### config.mk
export PLATFORM = sky130hd
export DESIGN_NAME = clock_time_register
export DESIGN_NICKNAME = d
export VERILOG_FILES = /design/src/rtl/clock_pkg.sv /design/src/rtl/wrap_counter.sv /design/src/rtl/clock_time_register.sv
export SDC_FILE = /design/constraint.sdc
export NUM_CORES = 1
export LEC_CHECK = 0
export CAP_MARGIN = 5
export CORE_MARGIN = 2
export CORE_UTILIZATION = 43
export CTS_CLUSTER_SIZE = 16
export DETAILED_ROUTE_END_ITERATION = 8
export GPL_TIMING_DRIVEN = 0
export HOLD_SLACK_MARGIN = 0.03
export PLACE_DENSITY = 0.74
export SLEW_MARGIN = 20
export SYNTH_ARGS = -nofsm -noshare
export SYNTH_HDL_FRONTEND = slang
export SYNTH_SLANG_ARGS = --single-unit
### constraint.sdc
create_clock -name i_clk -period 1.6 [get_ports i_clk]
set_input_delay 0.48 -clock i_clk [delete_from_list [all_inputs] [get_ports i_clk]]
set_output_delay 0.48 -clock i_clk [all_outputs]
set_load 0.01 [all_outputs]
### src/rtl/clock_pkg.sv
// rtl/clock_pkg.sv - shared field widths, limits and mode encoding for the time-of-day keeper
package clock_pkg;

  localparam int HOURS_W   = 5;
  localparam int MIN_W     = 6;
  localparam int SEC_W     = 6;
  localparam int MAX_HOURS = 23;
  localparam int MAX_MIN   = 59;
  localparam int MAX_SEC   = 59;

  typedef enum logic [1:0] {
    MODE_RUN   = 2'd0,
    MODE_SET_H = 2'd1,
    MODE_SET_M = 2'd2
  } mode_e;

  // Set-hours wins when both buttons are held.
  function automatic mode_e decode_mode(input logic set_hours, input logic set_minutes);
    if (set_hours) begin
      return MODE_SET_H;
    end
    if (set_minutes) begin
      return MODE_SET_M;
    end
    return MODE_RUN;
  endfunction

endpackage

### src/rtl/wrap_counter.sv
// rtl/wrap_counter.sv - modulo-(MAX+1) field counter with clear and combinational carry-out
module wrap_counter #(
  parameter int WIDTH = 6,
  parameter int MAX   = 59
) (
  input  logic             clk,
  input  logic             reset,
  input  logic [WIDTH-1:0] reset_val,
  input  logic             inc,
  input  logic             clr,
  output logic [WIDTH-1:0] value,
  output logic             carry
);

  localparam logic [WIDTH-1:0] MAX_V = WIDTH'(MAX);
  localparam logic [WIDTH-1:0] ONE_V = WIDTH'(1);

  logic [WIDTH-1:0] value_q;
  logic [WIDTH-1:0] value_d;
  logic             at_max;

  assign at_max = (value_q == MAX_V);

  always_comb begin
    value_d = value_q;
    if (clr) begin
      value_d = '0;
    end else if (inc) begin
      value_d = at_max ? '0 : value_q + ONE_V;
    end
  end

  always_ff @(posedge clk) begin
    if (reset) begin
      value_q <= reset_val;
    end else begin
      value_q <= value_d;
    end
  end

  assign value = value_q;
  assign carry = inc & at_max;

endmodule

### src/rtl/clock_time_register.sv
// rtl/clock_time_register.sv - 24h time-of-day register with 1 Hz advance and button fast-set
module clock_time_register
  import clock_pkg::*;
#(
  parameter int unsigned RESET_HOURS   = 0,
  parameter int unsigned RESET_MINUTES = 0,
  parameter int unsigned RESET_SECONDS = 0
) (
  input  logic               i_clk,
  input  logic               i_reset,
  input  logic               i_en,
  input  logic               i_1hz_stb,
  input  logic               i_fast_set_stb,
  input  logic               i_set_hours,
  input  logic               i_set_minutes,
  output logic [HOURS_W-1:0] o_hours,
  output logic [MIN_W-1:0]   o_minutes,
  output logic [SEC_W-1:0]   o_seconds,
  output logic               o_day_stb
);

  if (RESET_HOURS > MAX_HOURS || RESET_MINUTES > MAX_MIN || RESET_SECONDS > MAX_SEC) begin : g_bad_reset
    $error("clock_time_register: reset time out of range");
  end

  mode_e mode;
  logic  run, set_h, set_m;
  logic  sec_inc, sec_clr, sec_carry;
  logic  min_inc, min_carry;
  logic  hr_inc, hr_carry;
  logic  day_d, day_q;

  assign mode  = decode_mode(i_set_hours, i_set_minutes);
  assign run   = i_en & (mode == MODE_RUN);
  assign set_h = i_en & (mode == MODE_SET_H);
  assign set_m = i_en & (mode == MODE_SET_M);

  // Carries ripple only while running; set-mode wraps stay inside their own field.
  assign sec_inc = run & i_1hz_stb;
  assign sec_clr = set_m;
  assign min_inc = run ? sec_carry : (set_m & i_fast_set_stb);
  assign hr_inc  = run ? min_carry : (set_h & i_fast_set_stb);
  assign day_d   = run & hr_carry;

  wrap_counter #(.WIDTH(SEC_W), .MAX(MAX_SEC)) u_sec (
    .clk       (i_clk),
    .reset     (i_reset),
    .reset_val (SEC_W'(RESET_SECONDS)),
    .inc       (sec_inc),
    .clr       (sec_clr),
    .value     (o_seconds),
    .carry     (sec_carry)
  );

  wrap_counter #(.WIDTH(MIN_W), .MAX(MAX_MIN)) u_min (
    .clk       (i_clk),
    .reset     (i_reset),
    .reset_val (MIN_W'(RESET_MINUTES)),
    .inc       (min_inc),
    .clr       (1'b0),
    .value     (o_minutes),
    .carry     (min_carry)
  );

  wrap_counter #(.WIDTH(HOURS_W), .MAX(MAX_HOURS)) u_hr (
    .clk       (i_clk),
    .reset     (i_reset),
    .reset_val (HOURS_W'(RESET_HOURS)),
    .inc       (hr_inc),
    .clr       (1'b0),
    .value     (o_hours),
    .carry     (hr_carry)
  );

  always_ff @(posedge i_clk) begin
    if (i_reset) begin
      day_q <= 1'b0;
    end else begin
      day_q <= day_d;
    end
  end

  assign o_day_stb = day_q;

endmodule

==> run_results.csv <==
group,metric,value,unit
status,status,"complete, no violations",
routing,vias,992,
cells_and_area,layout-drive-gt1-share,20.1,%
yosys,synth_edf_count,0,
yosys,synth.area.top_cells,"dfxtp_1 (36%), nand2_1 (4.5%), nor2_1 (4.1%), ha_1 (3.7%), xor2_1 (3.5%)",
floorplan,core_area,0.00221,mm²
timing,tightest_slew,0.476,ns
cts,cts_tree,"yes",
timing,hold_ws,0.482,ns
global_routing,grt_pass1_vias,945,
cts,clock-root-buffer,"clkbuf_4",
power_and_ir_drop,p_leak,0.000583,µW
global_routing,grt_start_max_net_pins,11,
yosys,yosysSeqAreaShare,35.6,%
worst_setup_path,worstSetupPathType,"input pin to flip-flop",
routing,via_per_inst,5.77,
placed_design,gp_congestion,0.820,
yosys,ys_warn_count,0,
timing,slew_viol_final,0,
cts,cts_buffers,3,
cts,clk_pin_slew_worst_paths,0.10,ns
yosys,synthDistinctLibCells,40,
routing,wirelength,2340,µm
yosys,yosysTopAreaCellShare,35.6,%
global_routing,antenna_found_initial,0,
routing,wl_per_cell,13.6,µm
yosys,synth_flop_cell,"dfxtp_1",
timing,layout_setup_ws,0.0199,ns
yosys,ys_ff_latch,18,
routing,first_iter_violations,21,
cts,insertion_delay,0.29,ns
floorplan,dieHeight,52.5,µm
worst_setup_path,cp.required,1.79,ns
global_routing,top_usage_layer,"met2",
timing,fin_crit,1.58,ns
floorplan,initial_core_util,45.7,%
global_routing,grtUsageTotal,19.9,%
timing,fin_tns_setup,0,ns
job,cap_violations,0,
global_routing,overflow,0,
timing,relSlewSlack,68.2,%
timing,fmax,633,MHz
floorplan,design.die.area,0.00276,mm²
placed_design,dpl.hpwl,1630,µm
floorplan,pin_count,25,
timing,rsz0062_at_grt,"true",
cts,cts_buffer_depth,2,
timing,setup_viol,0,
floorplan,die_x,52.5,µm
worst_hold_path,hp-class,"flip-flop to flip-flop",
cells_and_area,diodes,0,
yosys,syn_inst,116,
yosys,synth_top_area_cell,"dfxtp_1",
yosys,postSynthNetCount,126,
worst_setup_path,start_kind,"input pin",
routing,drc_errors,0,
yosys,async_reset_ff_share,0,%
placed_design,io_buffers,23,
cells_and_area,syn_to_final_growth,32.4,%
worst_setup_path,worstPathMaxFanout,5,
worst_setup_path,worstSetupEndpointType,"flip-flop",
power_and_ir_drop,vdd_ir_drop_max,0.000348,V
global_routing,met2_usage,33.8,%
global_routing,use_met1,25.1,%
worst_setup_path,worst_ep_arrival_time,1.77,ns
cts,htree_levels,1,
placed_design,pre_cts_slack,-0.593,ns
timing,clock_skew,0.00438,ns
floorplan,rows,17,
cells_and_area,nets,156,
global_routing,grt_first_pass_wirelength,4090,µm
cells_and_area,final_common_cell,"dlygate4sd2_1",
yosys,syn_area,0.00101,mm²
routing,drt_pass1_iterations,4,
timing,finalHoldViolCount,0,
routing,ant_nets,0,
cts,clock_sinks,18,
power_and_ir_drop,powerDensity,576,mW/mm²
global_routing,grt_util_met3,2.86,%
yosys,syn_avg_cell_area,8.72,µm²
cells_and_area,layout_common_cells,"dlygate4sd2_1 (21), nand2_1 (12), nor2_1 (11)",
timing,period_share,98.8,%
[worst paths after layout]
kind                         end  slack [ns]      startpoint  depth (start not counted)
setup reg to reg   u_hr.value[3]        0.06  u_sec.value[0]                          5
hold reg to reg    u_hr.value[1]        0.48   u_hr.value[1]                          2
setup / recovery  u_min.value[4]        0.02  i_fast_set_stb                          5
hold / removal     u_hr.value[1]        0.48   u_hr.value[1]                          2
[critical path: stages]
cell and delay, ns:
clkdlybuf4s50_1 0.48, and4b_1 0.29, a31oi_4 0.07, nand2b_4 0.16, o41ai_1 0.29
[flip-flops by register name (all words and copies together) (netlist names)]
| register | count |
|---|---|
| o_day_stb | 1 |
| u_hr.value | 5 |
| u_min.value | 6 |
| u_sec.value | 6 |
[synthesized netlist by cell type, drive strengths merged, types with 3 or more instances]
| cell type | instances |
|---|---|
| a21oi | 3 |
| a22oi | 3 |
| a31oi | 4 |
| and3 | 4 |
| and4b | 3 |
| clkbuf | 4 |
| dfxtp | 18 |
| ha | 3 |
| inv | 4 |
| nand2 | 12 |
| nand3 | 5 |
| nor2 | 11 |
| nor3b | 4 |
| o21ai | 4 |
| o311ai | 4 |
| o41ai | 3 |
| xor2 | 4 |
[layout make-up]
cell class | count | area, µm²
Multi-Input combinational cell | 88 | 637
Timing Repair Buffer | 24 | 211
Sequential cell | 18 | 377
Fill cell | 213 | 873
Buffer | 6 | 37.5
Inverter | 5 | 18.8
Tap cell | 28 | 35.0
Clock buffer | 3 | 22.5
[power breakdown]
group          internal [µW]  leakage [µW]  switching (µW)
logic                   36.8      0.000418            42.0
registers                454      0.000151            8.56
clock network           87.6     0.0000138             142
total                    578      0.000583             192
[per-layer routing]
layer	part of all wire, %	wire length (µm)
met1	45	1060
met2	50	1160
met3	3.3	77
met4	1.5	36
met5	0	0
[cells by family after synthesis]
logic type	Yosys count	share of synthesized area (%)
AOI/OAI and AO/OA	25	19.3
xor gates and xnor gates	5	4.33
adders and majority gates	3	3.71
buffers and inverters	11	4.95
DFF	18	35.6
muxes	2	1.98
and+or+nand+nor	52	30.1
[per-stage QoR]
| stage | utilization (%) | cell area (µm²) | total power [µW] | instances |
|---|---|---|---|---|
| 2_1_floorplan | - | 1010 | 516 | 116 |
| 3_3_place_gp | 57.7 | 1280 | 553 | 167 |
| 3_5_place_dp | 57.7 | 1280 | 555 | 167 |
| 4_1_cts | 59.7 | 1320 | 773 | 172 |
| 5_1_grt | 60.5 | 1340 | 806 | 172 |
| 6_report | 60.5 | 1340 | 771 | 172 |
[repair_timing]
item,in CTS,in global routing
setup buffers,1,0
pin swaps,2,0
hold buffers,0,0
resized for setup,39,7
gates cloned,1,0
endpoints found under the setup margin,30,10
(Power assumes the default switching activity.)
